## src/rtl/proc_pkg.sv

```systemverilog
// rtl/proc_pkg.sv - shared datapath widths and register-address type
package proc_pkg;
    localparam int WORD_W    = 32;
    localparam int REG_DEPTH = 32;
    localparam int REG_AW    = 5;

    typedef logic [REG_AW-1:0] reg_addr_t;
endpackage

```

## src/rtl/reg_rd_port.sv

```systemverilog
// rtl/reg_rd_port.sv - one register-file read port: mux, r0 masking, bypass, optional output register
module reg_rd_port
    import proc_pkg::*;
#(
    parameter int WIDTH   = WORD_W,
    parameter int DEPTH   = REG_DEPTH,
    parameter int AW      = REG_AW,
    parameter bit ZERO_R0 = 1'b1,
    parameter bit BYPASS  = 1'b1,
    parameter bit REG_OUT = 1'b0
) (
    input  logic                   clk,
    input  logic                   rst_n,
    input  logic [DEPTH*WIDTH-1:0] mem_flat,
    input  logic                   re,
    input  logic [AW-1:0]          raddr,
    input  logic                   we,
    input  logic [AW-1:0]          waddr,
    input  logic [WIDTH-1:0]       wdata,
    output logic [WIDTH-1:0]       rdata
);
    logic             r0_hit;
    logic             bypass_hit;
    logic [WIDTH-1:0] rd_val;

    assign r0_hit     = ZERO_R0 && (raddr == '0);
    // A suppressed r0 write never reaches storage, so it must not be forwarded either.
    assign bypass_hit = BYPASS && we && (waddr == raddr) && !r0_hit;

    always_comb begin
        rd_val = mem_flat[int'(raddr) * WIDTH +: WIDTH];
        if (r0_hit) begin
            rd_val = '0;
        end else if (bypass_hit) begin
            rd_val = wdata;
        end
    end

    if (REG_OUT) begin : g_reg
        logic [WIDTH-1:0] rdata_q;
        logic [WIDTH-1:0] rdata_d;

        assign rdata_d = re ? rd_val : rdata_q;

        always_ff @(posedge clk or negedge rst_n) begin
            if (!rst_n) begin
                rdata_q <= '0;
            end else begin
                rdata_q <= rdata_d;
            end
        end

        assign rdata = rdata_q;
    end else begin : g_comb
        logic unused_ok;
        assign unused_ok = &{1'b0, clk, rst_n, re};
        assign rdata     = rd_val;
    end
endmodule

```

## src/rtl/reg_file.sv

```systemverilog
// rtl/reg_file.sv - parametrised multi-read, single-write register file
module reg_file
    import proc_pkg::*;
#(
    parameter int WIDTH   = WORD_W,
    parameter int DEPTH   = REG_DEPTH,
    parameter int NRD     = 2,
    parameter bit ZERO_R0 = 1'b1,
    parameter bit BYPASS  = 1'b1,
    parameter bit REG_OUT = 1'b0,
    localparam int AW     = $clog2(DEPTH)
) (
    input  logic                 clk,
    input  logic                 rst_n,
    input  logic                 we,
    input  logic [AW-1:0]        waddr,
    input  logic [WIDTH-1:0]     wdata,
    input  logic [NRD-1:0]       re,
    input  logic [NRD*AW-1:0]    raddr,
    output logic [NRD*WIDTH-1:0] rdata
);
    logic [DEPTH-1:0][WIDTH-1:0] mem_q;
    logic [DEPTH-1:0][WIDTH-1:0] mem_d;
    logic                        wr_en;

    assign wr_en = we && !(ZERO_R0 && (waddr == '0));

    always_comb begin
        mem_d = mem_q;
        if (wr_en) begin
            mem_d[waddr] = wdata;
        end
    end

    always_ff @(posedge clk or negedge rst_n) begin
        if (!rst_n) begin
            mem_q <= '0;
        end else begin
            mem_q <= mem_d;
        end
    end

    for (genvar i = 0; i < NRD; i++) begin : g_rd
        reg_rd_port #(
            .WIDTH   (WIDTH),
            .DEPTH   (DEPTH),
            .AW      (AW),
            .ZERO_R0 (ZERO_R0),
            .BYPASS  (BYPASS),
            .REG_OUT (REG_OUT)
        ) u_port (
            .clk      (clk),
            .rst_n    (rst_n),
            .mem_flat (mem_q),
            .re       (re[i]),
            .raddr    (raddr[i*AW +: AW]),
            .we       (we),
            .waddr    (waddr),
            .wdata    (wdata),
            .rdata    (rdata[i*WIDTH +: WIDTH])
        );
    end
endmodule

```

## config.mk

```make
export PLATFORM = sky130hd
export DESIGN_NAME = reg_file
export DESIGN_NICKNAME = d
export VERILOG_FILES = /design/src/rtl/proc_pkg.sv /design/src/rtl/reg_rd_port.sv /design/src/rtl/reg_file.sv
export SDC_FILE = /design/constraint.sdc
export NUM_CORES = 2
export LEC_CHECK = 0
export CAP_MARGIN = 15
export CELL_PAD_IN_SITES_DETAIL_PLACEMENT = 1
export CELL_PAD_IN_SITES_GLOBAL_PLACEMENT = 2
export CORE_MARGIN = 2
export CORE_UTILIZATION = 42
export DETAILED_ROUTE_END_ITERATION = 10
export PLACE_DENSITY = 0.8
export SLEW_MARGIN = 10
export SYNTH_ARGS = -nofsm -noshare
export SYNTH_HDL_FRONTEND = slang
export SYNTH_HIERARCHICAL = 1
export SYNTH_SLANG_ARGS = --single-unit
```

## constraint.sdc

```tcl
create_clock -name clk -period 2.45 [get_ports clk]
set_clock_uncertainty 0.1 [all_clocks]
set_input_delay 0.49 -clock clk [delete_from_list [all_inputs] [get_ports clk]]
set_output_delay 0.49 -clock clk [all_outputs]
set_load 0.005 [all_outputs]
```

## Yosys cells after proc, flatten, opt, wreduce, memory -nomap -nowiden

Index checks and enable logic that the tools add are counted.

| operators by class | value |
|---|---|
| magnitude comparators | 2 |
| equality and inequality tests | 2 |
| shifts and indexed selects | 2 |
| muxes and demuxes | 7 |
| reductions and logical operators | 12 |

Operators with widths:

| cell | number |
|---|---|
| $shiftx A1024 B11 Y32 | 2 |
| $bwmux W1024 | 1 |
| $demux W32 S5 | 1 |
| $mux W32 | 5 |
| $logic_not A5 Y1 | 3 |
| $eq A5 B5 Y1 | 2 |
| $logic_and A1 B1 Y1 | 6 |
| $lt A5 B6 Y1 const B | 1 |
| $ge A5 B1 Y1 const B | 1 |
| $logic_not A1 Y1 | 3 |

| storage, ports and cells | value |
|---|---|
| register bits after elaboration | 1024 |
| input bits | 52 |
| output and inout port bits | 64 |
| logic and storage cells | 57 |

## Longest topological paths before layout

| depth | value |
|---|---|
| depth after elaboration | 5 |
| gate-level depth with buffers | 9 |
| gate-level depth less buffers | 5 |

## By module

Netlist, hierarchy kept.

Modules (own cells, without submodules):

| module | instances | cells each | area each (µm²) | seq. area each (µm²) |
|---|---|---|---|---|
| reg_file | 1 | 2287 | 38074.0 | 25624.6 |
| reg_rd_port | 2 | 875 | 9062.4 | 0.0 |

## Worst setup path after synthesis

OpenSTA, ideal clock, no wires.

| path | value |
|---|---|
| kind | input to output |
| start | in raddr[1] |
| end | out rdata[10] |
| arrival | 1.875 ns |
| data required time | 1.860 ns |
| setup slack | -0.015 ns |
| stages on the path | 8 |
| buffers on the path | 3 |
| path through | buf_4 and2_0 clkbuf_1 clkbuf_1 a22o_1 o21ai_0 o2111ai_1 a311oi_1 |

| on the way | value |
|---|---|
| cells in the longest elaborated chain, start to end | 5 |
| elaborated cells on any way between the ends | 8 |
| those cells by class | eq/ne (1); shift (1); mux (2); reduce/logical (4) |

RTL lines:

| item | line | RTL |
|---|---|---|
| start, declared | reg_file.sv:19 | `input logic [NRD*AW-1:0] raddr,` |
| branches (longest 4 deep; another with $shiftx A1024 B11 Y32) | -- |  |
| $mux W32 * | reg_rd_port.sv:32 | `if (r0_hit) begin` |
| end, declared | reg_file.sv:20 | `output logic [NRD*WIDTH-1:0] rdata` |

Mark *: on every way between the ends.

## Worst setup path in the final report

| path | value |
|---|---|
| start | in raddr[7] |
| end | out rdata[49] |

Same word-level chain as after synthesis.

==> metrics <==
status=finished with violations; violations in the final reports=negative setup slack; share of post-route cells with drive strength above 1=0.541; reg-to-reg setup timing slack=1.28 ns; Net Sw Power=15.7 mW; dominant cells by area after synthesis=sky130_fd_sc_hd__dfrtp_1 (46%), sky130_fd_sc_hd__mux2_2 (19%), sky130_fd_sc_hd__mux2i_1 (10%); Core ar.=0.133 mm2; Min-Delay Path Class=in -> async; remaining routing DRC violations=0; most frequently used cell type in the post-synthesis netlist=sky130_fd_sc_hd__dfrtp_1; met1 layer usage reported by global route=0.415; Port Buf Inserts=113; cell row count=134; actual slew at the worst max-slew pin=0.857 ns; HPWL after detailed placement=128000 um; path type of the worst setup path=in -> out; R2R Path Start=mem_q[896]; capture instance of the worst register-to-register path=mem_q[896]; dominant cell type by area after synthesis=sky130_fd_sc_hd__dfrtp_1; largest net degree at the start of global routing=96; number of instances in the placed design=5936; number of buffers inserted during clock tree synthesis=113; clock tree from TritonCTS=yes; total of flip-flops plus latches after synthesis=1024; number of top-level pins=116; die extent in x=roughly 370 um; post-synth top area share=0.456; number of routed nets with antenna violations=0; Die Outline Area=between 0.1 and 0.15 mm2; max frequency=311 MHz; switching power share of the total=0.294; leakage power of the design=32.0 nW; routed wirelength normalized by instance count=33.2 um; biggest regs=mem_q (1024); count of antenna diodes in the layout=0; worst slew margin relative to its limit=0.429; highest ir drop seen on vdd=0.000634 V; Area growth syn-to-layout=27.2%; iteration count of the initial detailed-routing pass=7; internal power=37.6 mW; kind of end point of the critical path=output port; CP arrival=2.63 ns; flip-flop count of the largest register, all copies and words added=about 1000; number of synthesized flops with an enable pin=0; post-route non-filler standard cell count=6379; FF-to-FF path depth=3; count of endpoints failing setup in the final report=64; total congestion overflow=0; post-synthesis sequential area ratio=0.456; Async SR Flop Fraction=1.00; Post-Synthesis Net Count=slightly above 4000; list of most frequent post-synthesis cells=sky130_fd_sc_hd__dfrtp_1 (1024), sky130_fd_sc_hd__mux2_2 (968), sky130_fd_sc_hd__mux2i_1 (576); buffer cell driving the clock tree root=sky130_fd_sc_hd__clkbuf_16; setup slack after layout=-0.768 ns; clock latency on the worst-skew pair=0.76 ns; Syn Area/Cell=13.9 um2; overall power after layout=approximately 53 mW; cells after synthesis=4037; largest fanout on the critical path=4; Die Span Y=370 um; H-tree Lvls=3; register ranked first by flip-flop count=mem_q; Initial Utilization=0.422; per-cell via count in the routed design=6.38; clock network power share=0.337; clock edge transition at the registers on the reported setup and hold paths=about 0.07 ns; setup repair after global routing missed its margin=true; met3 GRT Util=0.0481; count of cell types in the netlist=42; antenna violations before repair=3; Final min period=3.22 ns; global-route usage over all layers=0.303; Combinational Power Share=0.236; first-pass GRT wire length=308000 um; routability congestion estimate=0.834; Worst Hold Margin=0.196 ns; data required time of the critical path=1.86 ns; met2 capacity usage during global routing=0.486; number of global-route vias before repair=44013; final cycle utilization of the critical path=1.31; Worst Setup Start Kind=input pin; post-synthesis instance area=between 0.05 and 0.06 mm2; Max Root-Sink Buffers=3; count of clock tree sinks=1024; routed vias=40725; max-cap violation count=0; GR peak layer=met2; number of hold-slack violations in the final timing report=0; number of nets in the layout=4569; DRT iter0 DRCs=roughly 3200; total of warnings raised by yosys=6; fraction of power consumed by sequential logic=0.426; power density relative to cell area=between 700 and 800 mW/mm2; number of pins with negative max-slew slack in the final report=0; post-detailed-routing wire length=212000 um; Top FF cell, synth=sky130_fd_sc_hd__dfrtp_1
==> cell families (layout without fill, tap and decap cells) <==
kind of cell | Yosys count | after routing | share of synthesized area
mux | 1824 | 1824 | 0.404
xor+xnor | 8 | 8 | 0.00125
flops | 1024 | 1024 | 0.456
simple gates | 199 | 203 | 0.0161
compound gates | 514 | 514 | 0.0755
buf+inv | 468 | 1038 | 0.0472
==> area by class of cell <==
cell class	instances	area [um2]
Fill cell	12674	61700
Multi-Input combinational cell	2549	30000
Sequential cell	1024	25600
Timing Repair Buffer	829	9760
Clock buffer	164	3320
Tap cell	1768	2210
Clock inverter	45	541
==> worst max-delay path by stage <==
stage,from,endpoint,cells after the start
after floorplan,raddr[3],rdata[10],7
after global placement,raddr[7],rdata[46],11
after detailed placement,raddr[7],rdata[46],11
after CTS,mem_q[357],rdata[37],6
after global routing,mem_q[977],rdata[49],8
final,raddr[7],rdata[49],12
==> stage by stage <==
step / util / setup slack [ns] / instance area (um2) / setup TNS [ns]
after floorplan: - / 0.00827 / 56200 / 0
after global placement: 0.474 / -1.45 / 63100 / -299.75
after detailed placement: 0.474 / -1.49 / 63100 / -315.95
after CTS: 0.528 / -0.747 / 70300 / -38.42
after global routing: 0.537 / -0.797 / 71500 / -42.87
final: 0.537 / -0.768 / 71500 / -40.24
==> cells in the final DEF, fill, tap and decap left out, types with 24 or more instances in the layout <==
cell,count
sky130_fd_sc_hd__mux4_2,256
sky130_fd_sc_hd__nand2_1,66
sky130_fd_sc_hd__o21ai_1,27
sky130_fd_sc_hd__clkdlybuf4s50_1,34
sky130_fd_sc_hd__buf_12,197
sky130_fd_sc_hd__buf_2,63
sky130_fd_sc_hd__clkbuf_8,28
sky130_fd_sc_hd__a311oi_2,46
sky130_fd_sc_hd__clkbuf_16,119
sky130_fd_sc_hd__a221oi_1,24
sky130_fd_sc_hd__nor2_1,55
sky130_fd_sc_hd__buf_4,428
sky130_fd_sc_hd__o21ai_2,36
sky130_fd_sc_hd__o2111ai_2,30
sky130_fd_sc_hd__a22o_1,128
sky130_fd_sc_hd__a22oi_1,59
sky130_fd_sc_hd__dfrtp_1,1024
sky130_fd_sc_hd__o2111ai_4,30
sky130_fd_sc_hd__mux2i_1,556
sky130_fd_sc_hd__clkinv_2,26
sky130_fd_sc_hd__mux2_2,968
sky130_fd_sc_hd__mux2_1,24
sky130_fd_sc_hd__buf_16,25
sky130_fd_sc_hd__o211ai_1,64
sky130_fd_sc_hd__a221oi_2,36
sky130_fd_sc_hd__buf_6,39
==> power groups by stage <==
stage                     registers (mW)  clock network [mW]  logic, mW
after floorplan                     21.9                   0       7.56
after global placement              22.4                   0       10.6
after detailed placement            22.8                   0       11.0
after CTS                           22.5                18.1       12.0
after global routing                23.1                18.8       13.3
final                               22.7                18.0       12.6
==> routing by layer <==
layer	vias to the layer above	share of wire
met5	-	0.000094
met4	4	0.040
met1	22182	0.42
li1	16495	-
met2	1565	0.47
met3	479	0.072
==> what timing repair did <==
item / 4_1_cts / 5_1_grt
buffers inserted: 137 / 87
pin swaps: 140 / 104
cloned: 21 / 5
gates resized for setup: 616 / 119
hold buffers: 1 / 0
endpoints found under the hold margin: 279 / 0
endpoints found under the setup margin: 64 / 64
==> worst max-delay path: stages <==
cell	delay [ns]
sky130_fd_sc_hd__buf_12	0.12
sky130_fd_sc_hd__buf_8	0.12
sky130_fd_sc_hd__buf_12	0.14
sky130_fd_sc_hd__xor2_4	0.15
sky130_fd_sc_hd__nor3_2	0.24
sky130_fd_sc_hd__buf_4	0.16
sky130_fd_sc_hd__nand4_4	0.18
sky130_fd_sc_hd__buf_12	0.20
sky130_fd_sc_hd__clkbuf_16	0.16
sky130_fd_sc_hd__buf_4	0.15
sky130_fd_sc_hd__a311oi_4	0.32
sky130_fd_sc_hd__buf_2	0.18
Power figures use the tool's default switching activity.
